## src/rtl/morse_decoder_pkg.sv

```systemverilog
// Shared types and constants for the Morse decoder: FSM states, letter codes
// and the {symbol count, symbols} keys of the decode table.
package morse_decoder_pkg;

   typedef enum logic [1:0] {
      ST_IDLE,
      ST_MARK,
      ST_SPACE
   } state_e;

   localparam logic [2:0] LET_A = 3'd0;
   localparam logic [2:0] LET_B = 3'd1;
   localparam logic [2:0] LET_C = 3'd2;
   localparam logic [2:0] LET_D = 3'd3;
   localparam logic [2:0] LET_E = 3'd4;
   localparam logic [2:0] LET_F = 3'd5;
   localparam logic [2:0] LET_G = 3'd6;
   localparam logic [2:0] LET_H = 3'd7;

   // Key = {sym_cnt, symbols}; symbols bit i is the i-th symbol sent, 1 = dash.
   localparam logic [6:0] PAT_A = {3'd2, 4'b0010};
   localparam logic [6:0] PAT_B = {3'd4, 4'b0001};
   localparam logic [6:0] PAT_C = {3'd4, 4'b0101};
   localparam logic [6:0] PAT_D = {3'd3, 4'b0001};
   localparam logic [6:0] PAT_E = {3'd1, 4'b0000};
   localparam logic [6:0] PAT_F = {3'd4, 4'b0100};
   localparam logic [6:0] PAT_G = {3'd3, 4'b0011};
   localparam logic [6:0] PAT_H = {3'd4, 4'b0000};

   typedef struct packed {
      logic       hit;
      logic [2:0] code;
   } decode_t;

   function automatic decode_t decode_letter(logic [2:0] cnt, logic [3:0] syms);
      decode_t res;
      res = '{hit: 1'b1, code: LET_A};
      case ({cnt, syms})
         PAT_A:   res.code = LET_A;
         PAT_B:   res.code = LET_B;
         PAT_C:   res.code = LET_C;
         PAT_D:   res.code = LET_D;
         PAT_E:   res.code = LET_E;
         PAT_F:   res.code = LET_F;
         PAT_G:   res.code = LET_G;
         PAT_H:   res.code = LET_H;
         default: res.hit  = 1'b0;
      endcase
      return res;
   endfunction

endpackage

```

## src/rtl/morse_tick_gen.sv

```systemverilog
// Unit-rate tick generator: one-cycle tick every TICK_DIV clocks, the first
// one TICK_DIV cycles after reset is released.
module morse_tick_gen #(
   parameter int TICK_DIV = 2500
) (
   input  logic clk,
   input  logic rst,
   output logic tick
);

   localparam int CW = 28;
   localparam logic [CW-1:0] RELOAD = CW'(TICK_DIV - 1);

   logic [CW-1:0] cnt_q, cnt_d;

   always_comb begin
      tick  = (cnt_q == '0);
      cnt_d = tick ? RELOAD : cnt_q - 1'b1;
   end

   // NOTE: sequential state always uses non-blocking assignment so every flop
   // samples pre-edge values regardless of process ordering.
   always_ff @(posedge clk or posedge rst) begin
      if (rst) cnt_q <= RELOAD;
      else     cnt_q <= cnt_d;
   end

endmodule

```

## src/rtl/morse_decoder.sv

```systemverilog
// Morse decoder for letters A..H: synchronises the line, samples it once per
// unit tick, measures mark/space runs and emits valid or error per letter.
module morse_decoder
   import morse_decoder_pkg::*;
#(
   parameter int TICK_DIV = 2500,
   parameter int MAX_MARK = 7
) (
   input  logic       clk,
   input  logic       rst,
   input  logic       morse_in,
   output logic [2:0] letter,
   output logic       valid,
   output logic       error
);

   localparam int MW = $clog2(MAX_MARK + 1);
   localparam logic [MW-1:0] MARK_SAT  = MW'(MAX_MARK);
   localparam logic [MW-1:0] DOT_LEN   = MW'(1);
   localparam logic [MW-1:0] DASH_LEN  = MW'(3);

   logic          tick;
   logic          sync1_q, sync2_q;
   state_e        state_q, state_d;
   logic [MW-1:0] mark_cnt_q, mark_cnt_d;
   logic [1:0]    space_cnt_q, space_cnt_d;
   logic [2:0]    sym_cnt_q, sym_cnt_d;
   logic [3:0]    symbols_q, symbols_d;
   logic          bad_q, bad_d;
   logic [2:0]    letter_q, letter_d;
   logic          valid_q, valid_d;
   logic          error_q, error_d;
   decode_t       dec;

   morse_tick_gen #(.TICK_DIV(TICK_DIV)) u_tick_gen (
      .clk  (clk),
      .rst  (rst),
      .tick (tick)
   );

   // NOTE: every always_comb output gets a default first so no path can
   // leave it unassigned and infer a latch.
   always_comb begin
      state_d     = state_q;
      mark_cnt_d  = mark_cnt_q;
      space_cnt_d = space_cnt_q;
      sym_cnt_d   = sym_cnt_q;
      symbols_d   = symbols_q;
      bad_d       = bad_q;
      letter_d    = letter_q;
      valid_d     = 1'b0;
      error_d     = 1'b0;
      dec         = decode_letter(sym_cnt_q, symbols_q);

      if (tick) begin
         case (state_q)
            ST_IDLE: begin
               if (sync2_q) begin
                  state_d    = ST_MARK;
                  mark_cnt_d = DOT_LEN;
               end
            end
            ST_MARK: begin
               if (sync2_q) begin
                  if (mark_cnt_q != MARK_SAT) mark_cnt_d = mark_cnt_q + 1'b1;
               end else begin
                  state_d     = ST_SPACE;
                  space_cnt_d = 2'd1;
                  if (mark_cnt_q == DOT_LEN || mark_cnt_q == DASH_LEN) begin
                     if (sym_cnt_q == 3'd4) begin
                        bad_d = 1'b1;
                     end else begin
                        symbols_d[sym_cnt_q[1:0]] = (mark_cnt_q == DASH_LEN);
                        sym_cnt_d = sym_cnt_q + 1'b1;
                     end
                  end else begin
                     bad_d = 1'b1;
                  end
               end
            end
            ST_SPACE: begin
               if (sync2_q) begin
                  state_d    = ST_MARK;
                  mark_cnt_d = DOT_LEN;
                  if (space_cnt_q == 2'd2) bad_d = 1'b1;
               end else if (space_cnt_q == 2'd2) begin
                  // Third space unit: the letter is complete.
                  state_d     = ST_IDLE;
                  space_cnt_d = 2'd0;
                  if (!bad_q && dec.hit) begin
                     letter_d = dec.code;
                     valid_d  = 1'b1;
                  end else begin
                     error_d = 1'b1;
                  end
                  symbols_d = '0;
                  sym_cnt_d = '0;
                  bad_d     = 1'b0;
               end else begin
                  space_cnt_d = space_cnt_q + 1'b1;
               end
            end
            default: state_d = ST_IDLE;
         endcase
      end
   end

   always_ff @(posedge clk or posedge rst) begin
      if (rst) begin
         sync1_q     <= 1'b0;
         sync2_q     <= 1'b0;
         state_q     <= ST_IDLE;
         mark_cnt_q  <= '0;
         space_cnt_q <= '0;
         sym_cnt_q   <= '0;
         symbols_q   <= '0;
         bad_q       <= 1'b0;
         letter_q    <= LET_A;
         valid_q     <= 1'b0;
         error_q     <= 1'b0;
      end else begin
         sync1_q     <= morse_in;
         sync2_q     <= sync1_q;
         state_q     <= state_d;
         mark_cnt_q  <= mark_cnt_d;
         space_cnt_q <= space_cnt_d;
         sym_cnt_q   <= sym_cnt_d;
         symbols_q   <= symbols_d;
         bad_q       <= bad_d;
         letter_q    <= letter_d;
         valid_q     <= valid_d;
         error_q     <= error_d;
      end
   end

   assign letter = letter_q;
   assign valid  = valid_q;
   assign error  = error_q;

endmodule

```

## config.mk

```make
export PLATFORM = sky130hd
export DESIGN_NAME = morse_decoder
export DESIGN_NICKNAME = d
export VERILOG_FILES = /design/src/rtl/morse_decoder_pkg.sv /design/src/rtl/morse_tick_gen.sv /design/src/rtl/morse_decoder.sv
export SDC_FILE = /design/constraint.sdc
export NUM_CORES = 1
export LEC_CHECK = 0
export BUFFER_PORTS_ARGS = -buffer_cell sky130_fd_sc_hd__buf_2
export CORE_MARGIN = 2
export CORE_UTILIZATION = 33
export DETAILED_ROUTE_END_ITERATION = 8
export PLACE_DENSITY = 0.51
export SLEW_MARGIN = 30
export SYNTH_ARGS = -nofsm -noshare
export SYNTH_HDL_FRONTEND = slang
export SYNTH_SLANG_ARGS = --single-unit
```

## constraint.sdc

```tcl
create_clock -name clk -period 7.2 [get_ports clk]
set_input_delay 1.44 -clock clk [delete_from_list [all_inputs] [get_ports clk]]
set_output_delay 1.44 -clock clk [all_outputs]
set_load 0.005 [all_outputs]
```

==> impl_metrics.toml <==
[worst_setup_path]
critPathArrivalTime_ns = 2.94
reg2reg_slack_ns = 4.46
critPathKind = "flip-flop to flip-flop"
cp-endpoint = "letter[0]"
rr_worst_depth = 5
worstPathMaxFanout = 20
required_ns = 7.40
worstSetupStartpoint = "u_tick_gen.cnt_q[14]"
end_kind = "flip-flop"
r2r-start = "u_tick_gen.cnt_q[14]"
worstSetupStartpointType = "flip-flop"
r2r_end = "letter[0]"

[placed_design]
pre_cts_ws_ns = 4.46
globalplace.congestion = 0.774
port_buffers = 7
dp_hpwl_microns = 3940

[layout]
final_nets = 306
final_cell_mix = "dfrtp_1, nor2_1, nand2_1"
final_common_cell = "dfrtp_1"
area_delta_synth_final_pct = 7.31
drive_gt1_share_pct = 12.6
diodes = 0

[clock_network]
post-cts-setup-buffers = 0
ctsHtreeMaxLevel = 2
root_buffer = "clkbuf_8"
clockBufferDepth = 2
clk_pin_slew_ns = 0.10
post_cts_resized = 0
cts_hold_buffers = 0
cts_buffers = 5
cts_sinks = 50
clk_latency_ns = 0.30
cts_tree = "yes"

[global_routing]
antenna_found_initial = 0
grt_max_degree = 30
grt_util_met3_pct = 2.79
grt_use_met1_pct = 19.2
grt.busiest_layer = "met2"
grt_first_pass_wirelength_microns = 9760
grt_remaining_overflow = 0
grt_pass1_vias = 1987
use_met2_pct = 20.8
gr-usage-all-layers_pct = 13.4

[sta]
maxSlewViolCount = 0
setup_violations = 0
fmax_mhz = 364
period_needed_ns = 2.74
worst_slew_pin_slew_ns = 0.838
setup_tns_ns = 0
slew_headroom_pct = 43.6
period_share_pct = 38.1
hold_violations = 0
rsz0062_at_grt = "false"
worst_slack_ns = 4.46
clock_skew_ns = 0.00573

[synth]
yosysWarnings = 0
synthCells = 289
synth-main-ff-cell = "dfrtp_1"
ys_seq_area_share_pct = 44.6
synth-seq-cells = 50
syn_nets = 303
synth_cell_type_count = 56
netlist_area_sq_um = 2820
avgSynthCellArea_sq_um = 9.77
synthArstFlopShare_pct = 100
synth_edf_count = 0

[die]
dieArea_sq_um = 9310
die_h_microns = 96.5
initial_utilization_pct = 34.2
fp.coreArea_sq_um = 8260
die_w_microns = 96.5
rows = 33
io_pins = 8

[routing]
drt_iter0_markers = 115
drc = 0
vias_per_cell = 5.27
ant_nets = 0
firstDrtPassIters = 4
wl_per_cell_microns = 14.0
wl_microns = 5580
vias = 2097

[power_and_ir_drop]
power_frac_clock_pct = 36.3
pwr-share-seq_pct = 62.2
power_density_nw_per_um2 = 150
p_leak_nw = 1.30
vdd_drop_max_uv = 55.6
power_switching_w = 0.000104
swShare_pct = 22.8
intPower_w = 0.000352
combPwrFrac_pct = 1.5

[outcome]
status = "finished, final reports clean"

[run]
drv_cap = 0

[min_path]
min_path_type = "flip-flop to flip-flop"
worst min path at each step:
stage                   end  cells past startpoint  slack, ns  startpoint
floorplan           sync2_q                      0       0.33     sync1_q
global placement    sync2_q                      0       0.39     sync1_q
detailed placement  sync2_q                      0       0.40     sync1_q
CTS                 sync2_q                      0       0.44     sync1_q
global route        sync2_q                      0       0.45     sync1_q
finish              sync2_q                      0       0.41     sync1_q
synthesized netlist by cell type, types with 5 or more instances:
| master | instances | area [sq um] |
|---|---|---|
| dfrtp_1 | 44 | 1100 |
| nor2_1 | 41 | 154 |
| nand2_1 | 22 | 82.6 |
| nor3_1 | 14 | 70.1 |
| xnor2_1 | 14 | 123 |
| clkbuf_1 | 11 | 41.3 |
| ha_1 | 11 | 138 |
| inv_1 | 9 | 33.8 |
| nor4_1 | 8 | 50.1 |
| or4_1 | 8 | 60.1 |
| dfstp_2 | 6 | 158 |
| nor2b_1 | 6 | 37.5 |
| o21ai_0 | 5 | 25.0 |
| or3_1 | 5 | 31.3 |
| xor2_1 | 5 | 43.8 |
power groups by stage:
stage | clock (W) | combinational [W] | sequential [W]
floorplan | 0 | 0.00000578 | 0.000287
global placement | 0 | 0.00000755 | 0.000289
detailed placement | 0 | 0.00000753 | 0.000289
CTS | 0.000172 | 0.00000755 | 0.000283
global route | 0.000182 | 0.00000843 | 0.000284
finish | 0.000165 | 0.00000677 | 0.000283
state kept, by name, summed over array words and instances (netlist names):
| name | cells |
|---|---|
| mark_cnt_q | 3 |
| bad_q | 1 |
| sync2_q | 1 |
| state_q | 2 |
| letter | 3 |
| error | 1 |
| u_tick_gen.cnt_q | 28 |
| valid | 1 |
| sym_cnt_q | 3 |
| sync1_q | 1 |
| space_cnt_q | 2 |
| symbols_q | 4 |
per-stage QoR:
step / area, sq um / util, % / hold WS (ns) / total power, W / cells
after global routing: 3030 / 36.7 / 0.448 / 0.000474 / 398
after floorplan: 2820 / - / 0.331 / 0.000293 / 289
after detailed placement: 2950 / 35.7 / 0.398 / 0.000296 / 390
after CTS: 3030 / 36.7 / 0.439 / 0.000463 / 398
after global placement: 2950 / 35.7 / 0.389 / 0.000296 / 390
final: 3030 / 36.7 / 0.415 / 0.000455 / 398
logic make-up (layout without fill, tap and decap cells):
family / count (synthesis) / count (layout) / share of synthesized area [%]
AOI/OAI and AO/OA: 43 / 43 / 11.2
buffers and inverters: 22 / 26 / 3.46
DFF: 50 / 50 / 44.6
muxes: 6 / 6 / 2.61
and+or+nand+nor: 138 / 138 / 27.4
xor gates and xnor gates: 19 / 19 / 5.89
adders and majority gates: 11 / 11 / 4.87
critical path, cell delays in order (launching register included):
cell	delay (ns)
dfrtp_1	0.46
nor4_4	0.37
nand2_2	0.21
or4_4	0.71
or4_4	0.58
mux2_4	0.31
layer usage:
layer	wire length, microns	vias to the layer above
li1	-	1050
met1	2950	1018
met2	2440	25
met3	146	4
met4	40	0
met5	0	-
area by class of cell:
cell class | count | area, sq um
Clock buffer | 7 | 76.3
Tap cell | 105 | 131
Clock inverter | 1 | 7.51
Fill cell | 833 | 5230
Sequential cell | 50 | 1260
Multi-Input combinational cell | 217 | 1470
Inverter | 9 | 33.8
Timing Repair Buffer | 9 | 50.0
Power figures use the tool's default switching activity.
